$ cat src/rtl/mux_path_pkg.sv
// Shared types and constants for the mux_path_sched block.
package mux_path_pkg;

  localparam int NUM_REQ = 3;

  // Path select codes understood by path_sel3
  localparam logic [3:0] SEL_SRC0    = 4'h1;
  localparam logic [3:0] SEL_SRC1    = 4'h2;
  localparam logic [3:0] SEL_DEFAULT = 4'h0;

  typedef enum logic {IDLE, FULL} state_t;

  typedef logic [2:0] grant_t;

  // Requester index + 1, modulo 3
  function automatic logic [1:0] wrap_inc(input logic [1:0] idx);
    return (idx == 2'd2) ? 2'd0 : idx + 2'd1;
  endfunction

endpackage

$ cat src/rtl/path_sel3.sv
// 3-way result-select datapath. Source 0 needs both its code and the enable;
// source 2 is the default path, taken for every other encoding.
module path_sel3
  import mux_path_pkg::*;
#(
  parameter int DATA_W = 8
) (
  input  logic [3:0]        sel_i,
  input  logic              en_i,
  input  logic [DATA_W-1:0] d0_i,
  input  logic [DATA_W-1:0] d1_i,
  input  logic [DATA_W-1:0] d2_i,
  output logic [DATA_W-1:0] y_o
);

  // Decode the select/enable pair into one of the three payloads
  always_comb begin
    y_o = d2_i;
    if (sel_i == SEL_SRC0 && en_i) y_o = d0_i;
    else if (sel_i == SEL_SRC1)    y_o = d1_i;
  end

endmodule

$ cat src/rtl/mux_path_sched.sv
// Round-robin scheduler sharing the 3-way result-select path among three
// requesters, feeding a one-entry valid/ready output register.
// Optional burst lock: define MUX_PATH_SCHED_BURST_LOCK_EN to let a requester
// keep the path for up to MAX_BURST consecutive transfers.
module mux_path_sched
  import mux_path_pkg::*;
#(
  parameter int DATA_W    = 8,
  parameter int MAX_BURST = 4
) (
  input  logic                  clk_i,
  input  logic                  rst_i,
  input  logic [2:0]            req_valid_i,
  input  logic [3*DATA_W-1:0]   req_data_i,
  output logic [2:0]            req_ready_o,
  output logic [3:0]            sel_o,
  output logic                  en_o,
  output logic [2:0]            grant_o,
  output logic                  result_valid_o,
  output logic [DATA_W-1:0]     result_o,
  input  logic                  result_ready_i
);

  state_t            state_q;
  logic              rvalid_q;
  logic [DATA_W-1:0] result_q;
  logic [1:0]        rr_ptr_q;   // index of the last granted requester

  logic              can_accept;
  logic              grant_vld;
  logic [1:0]        grant_idx;
  logic [1:0]        c0, c1, c2;
  grant_t            grant;
  logic [DATA_W-1:0] sel_data;

  assign can_accept = (state_q == IDLE) || result_ready_i;

`ifdef MUX_PATH_SCHED_BURST_LOCK_EN
  localparam int CNT_W = $clog2(MAX_BURST + 1);
  logic [CNT_W-1:0] burst_cnt_q;
  logic             lock_active;
  // Holder keeps priority while its burst is started and not yet exhausted
  assign lock_active = (burst_cnt_q != '0) && (burst_cnt_q < CNT_W'(MAX_BURST));
`else
  logic unused_max_burst;
  assign unused_max_burst = (MAX_BURST > 0);
`endif

  // Arbitration: search rr_ptr+1, rr_ptr+2, rr_ptr when the output can take data
  always_comb begin
    c0        = wrap_inc(rr_ptr_q);
    c1        = wrap_inc(c0);
    c2        = rr_ptr_q;
    grant_vld = 1'b0;
    grant_idx = 2'd0;
    if (can_accept) begin
      if (req_valid_i[c0]) begin
        grant_vld = 1'b1;
        grant_idx = c0;
      end else if (req_valid_i[c1]) begin
        grant_vld = 1'b1;
        grant_idx = c1;
      end else if (req_valid_i[c2]) begin
        grant_vld = 1'b1;
        grant_idx = c2;
      end
`ifdef MUX_PATH_SCHED_BURST_LOCK_EN
      if (lock_active && req_valid_i[rr_ptr_q]) begin
        grant_vld = 1'b1;
        grant_idx = rr_ptr_q;
      end
`endif
    end
  end

  assign grant       = grant_vld ? (grant_t'(1) << grant_idx) : '0;
  assign grant_o     = grant;
  assign req_ready_o = grant;

  // Path encoding; grant 2 rides the default path
  always_comb begin
    sel_o = SEL_DEFAULT;
    en_o  = 1'b0;
    if (grant_vld && grant_idx == 2'd0) begin
      sel_o = SEL_SRC0;
      en_o  = 1'b1;
    end else if (grant_vld && grant_idx == 2'd1) begin
      sel_o = SEL_SRC1;
    end
  end

  path_sel3 #(.DATA_W(DATA_W)) u_path (
    .sel_i (sel_o),
    .en_i  (en_o),
    .d0_i  (req_data_i[0*DATA_W +: DATA_W]),
    .d1_i  (req_data_i[1*DATA_W +: DATA_W]),
    .d2_i  (req_data_i[2*DATA_W +: DATA_W]),
    .y_o   (sel_data)
  );

  // FSM and output register: load on grant, empty on drain without grant
  always_ff @(posedge clk_i) begin
    if (rst_i) begin
      state_q  <= IDLE;
      rvalid_q <= 1'b0;
      result_q <= '0;
      rr_ptr_q <= 2'd2;
    end else begin
      if (state_q == IDLE) begin
        if (grant_vld) state_q <= FULL;
      end else begin
        if (!grant_vld && result_ready_i) state_q <= IDLE;
      end
      if (grant_vld) begin
        result_q <= sel_data;
        rvalid_q <= 1'b1;
        rr_ptr_q <= grant_idx;
      end else if (state_q == FULL && result_ready_i) begin
        rvalid_q <= 1'b0;
      end
    end
  end

`ifdef MUX_PATH_SCHED_BURST_LOCK_EN
  // Burst counter: advances only on transfers that continue the holder's burst
  always_ff @(posedge clk_i) begin
    if (rst_i) begin
      burst_cnt_q <= '0;
    end else if (grant_vld) begin
      if (lock_active && grant_idx == rr_ptr_q) burst_cnt_q <= burst_cnt_q + CNT_W'(1);
      else                                      burst_cnt_q <= CNT_W'(1);
    end
  end
`endif

  assign result_valid_o = rvalid_q;
  assign result_o       = result_q;

endmodule

$ cat config.mk
export PLATFORM = sky130hd
export DESIGN_NAME = mux_path_sched
export DESIGN_NICKNAME = d
export VERILOG_FILES = /design/src/rtl/mux_path_pkg.sv /design/src/rtl/path_sel3.sv /design/src/rtl/mux_path_sched.sv
export SDC_FILE = /design/constraint.sdc
export NUM_CORES = 1
export LEC_CHECK = 0
export CORE_ASPECT_RATIO = 0.75
export CORE_MARGIN = 2
export CORE_UTILIZATION = 25
export DETAILED_ROUTE_END_ITERATION = 8
export DONT_BUFFER_PORTS = 1
export GPL_TIMING_DRIVEN = 1
export SYNTH_ARGS = -nofsm -noshare
export SYNTH_HDL_FRONTEND = slang
export SYNTH_SLANG_ARGS = --single-unit
$ cat constraint.sdc
create_clock -name clk_i -period 1.7 [get_ports clk_i]
set_input_delay 0.34 -clock clk_i [delete_from_list [all_inputs] [get_ports clk_i]]
set_output_delay 0.34 -clock clk_i [all_outputs]
set_load 0.05 [all_outputs]
==> impl_metrics.py <==
metrics = {
    "clock_tree": {
        "cts_tree": "yes",
        "cts_sinks": 12,
        "holdBufCountCts": 0,
        "clk_path_buf_depth": 2,
        "clk_root_buffer_cell": "clkbuf_8",
        "htree_levels": 1,
        "path_clk_slew_ps": 50,
        "clock_latency_ps": 240,
        "cts_buffers": 3,
    },
    "power_and_ir_drop": {
        "ir_drop_mv": 0.349,
        "cellPowerDensity_mw_per_mm2": 1070,
        "static-leakage-power_nw": 0.338,
    },
    "drt": {
        "drt-total-wl_um": 1980,
        "via_count": 640,
        "wl_per_cell_um": 15.7,
        "antenna_left": 0,
        "drt_iter0_markers": 14,
        "viasPerCell": 5.08,
        "firstDrtPassIters": 4,
        "route.detailed.drc": 0,
    },
    "timing": {
        "period_share_pct": 96.6,
        "fin_ws_ps": 57.3,
        "worstMarginPinSlew_ps": 521,
        "slew_viol_final": 0,
        "max_freq_mhz": 609,
        "setup_viol_count_final": 0,
        "post-route-min-period_ps": 1640,
        "finalHoldViolCount": 0,
        "rsz0062_at_grt": "no",
        "skew_ps": 1.54,
        "finalSetupTns_ps": 0,
        "relSlewSlack_pct": 65.2,
    },
    "grt": {
        "overflow": 0,
        "grt_pass1_wl_um": 3040,
        "globalRouteTotalUtil_pct": 12.5,
        "antenna_found_initial": 0,
        "grt_pass1_vias": 611,
        "grt_max_degree": 13,
    },
    "placed_design": {
        "hpwlAfterDp_um": 1590,
        "pre_cts_slack_ps": 107,
        "io_buffers": 0,
        "gp_congestion": 0.716,
    },
    "yosys": {
        "synth_seq_cells": 12,
        "synth_top_family_by_area": "compound AO/OA/AOI/OAI gates",
        "yosysWarnings": 0,
        "yosys.area_share.xor_xnor_pct": 0,
        "synth-simple-area-share_pct": 22.8,
        "synthCells": 86,
        "seq_area_frac_synth_pct": 33.6,
        "synth_compound_area_share_pct": 30.8,
        "synth_top_cell_area_share_pct": 33.6,
        "yosys.area.top_type": "dfxtp_1",
        "synth_area_leaders": "dfxtp_1 34%, a311oi_1 11%, a32oi_1 9.8%",
        "syn_area_per_cell_sq_um": 8.31,
        "synth.distinct_cells": 27,
        "synth.cell_area_sq_um": 714,
        "synth-adder-area-share_pct": 0,
        "muxShareOfSynthArea_pct": 0,
    },
    "final_layout": {
        "syn_to_final_growth_pct": 25.7,
        "drive_gt1_share_pct": 25.6,
        "nNetsFinal": 122,
        "diodes": 0,
    },
    "floorplan": {
        "rows": 16,
        "core_sq_mm": 0.00266,
        "die_h_um": 50.3,
        "fp.dieW_um": 65.7,
        "start_util_pct": 26.8,
        "die-area_sq_mm": 0.00331,
        "ioPinCount": 50,
    },
    "worst_setup_path": {
        "endpoint_kind": "output port",
        "crit_required_ps": 1360,
        "crit_path_max_fanout": 5,
        "critical_path_class": "flip-flop to output port",
        "critPathLaunchType": "flip-flop",
        "crit_arrival_ps": 1300,
    },
    "job": {
        "cap_violations": 0,
    },
    "min_path": {
        "hold_class": "primary input to flip-flop",
    },
    "status": {
        "status": "completed",
    },
}
==> through the flow <==
stage | instances | hold slack, ps | instance area [sq um] | util, % | total power, W
CTS | 125 | 161 | 891 | 33.5 | 0.000970
floorplan | 87 | 412 | 722 | - | 0.000633
global placement | 122 | 411 | 847 | 31.8 | 0.000707
detailed placement | 122 | 416 | 847 | 31.8 | 0.000714
global route | 126 | 156 | 898 | 33.7 | 0.00101
finish | 126 | 169 | 898 | 33.7 | 0.000964
==> power breakdown <==
group          switching (W)  leakage (nW)  internal (W)  total, W
clock network      0.0000980        0.0216      0.000156  0.000254
registers          0.0000959         0.100      0.000313  0.000409
logic               0.000179         0.216      0.000123  0.000302
total               0.000373         0.338      0.000592  0.000964
==> worst paths after layout <==
check	from	endpoint	slack [ps]	cells after the start
hold / removal	rst_i	result_o[3]	170	1
hold reg to reg	state_q	result_valid_o	450	1
setup / recovery	c2[0]	en_o	60	4
setup reg to reg	state_q	c2[1]	120	6
==> cell type report <==
cell class              instances  area [sq um]
repair buffers                 13           173
clock buffers                   3          41.3
inverters                       1          3.75
well taps                      36          45.0
multi-input cells              61           393
flip-flops and latches         12           243
fillers                       284          1760
==> logic make-up after synthesis <==
group,after synthesis
AOI/OAI and AO/OA,26
DFF,12
and+or+nand+nor,33
buffers and inverters,14
other,1
==> placed cells by master (no fill, tap or decap), types with 3 or more instances in the layout <==
cell,netlist,layout
nor2_1,11,11
a311oi_1,9,9
dfxtp_1,12,10
nand2b_1,3,3
buf_12,0,6
nor2b_1,3,3
clkbuf_8,0,3
nand2_1,8,8
buf_4,7,7
a32oi_1,8,8
==> flip-flops by register name (all words and copies together) (netlist names) <==
name and count:
state_q 1, c2 2, result_valid_o 1, result_o 8
==> critical path, stage by stage, from the launching register on <==
cell and delay (ps):
dfxtp_2 360, inv_1 90, a21oi_1 140, o211a_2 220
buf_12 250
==> cells in the mapped netlist, drive strengths merged <==
master and n:
clkbuf 4, nand2 8, a32oi 8, a2bb2oi 1
and2b 2, and3 1, o21ai 2, a21boi 1
nor3 1, o211a 1, a21oi 2, nor2b 3
and2 3, buf 9, conb 1, nand2b 3
inv 1, a311oi 9, dfxtp 12, or3 1
nor2 11, o2bb2ai 1, o31a 1
==> repair_timing <==
item / in CTS / in global routing
setup endpoints to repair: 7 / 2
cloned: 0 / 0
gates resized for setup: 2 / 1
buffers inserted: 0 / 1
==> layer usage <==
layer	part of all wire (%)	vias up	wire length, um	track usage (%)
met5	0	-	0	0
met4	0.96	0	19	5.21
met3	11	2	225	4.71
met2	49	33	977	20.4
met1	38	287	760	14.8
li1	-	318	-	-
No activity file was read; power rests on OpenSTA's default activity.
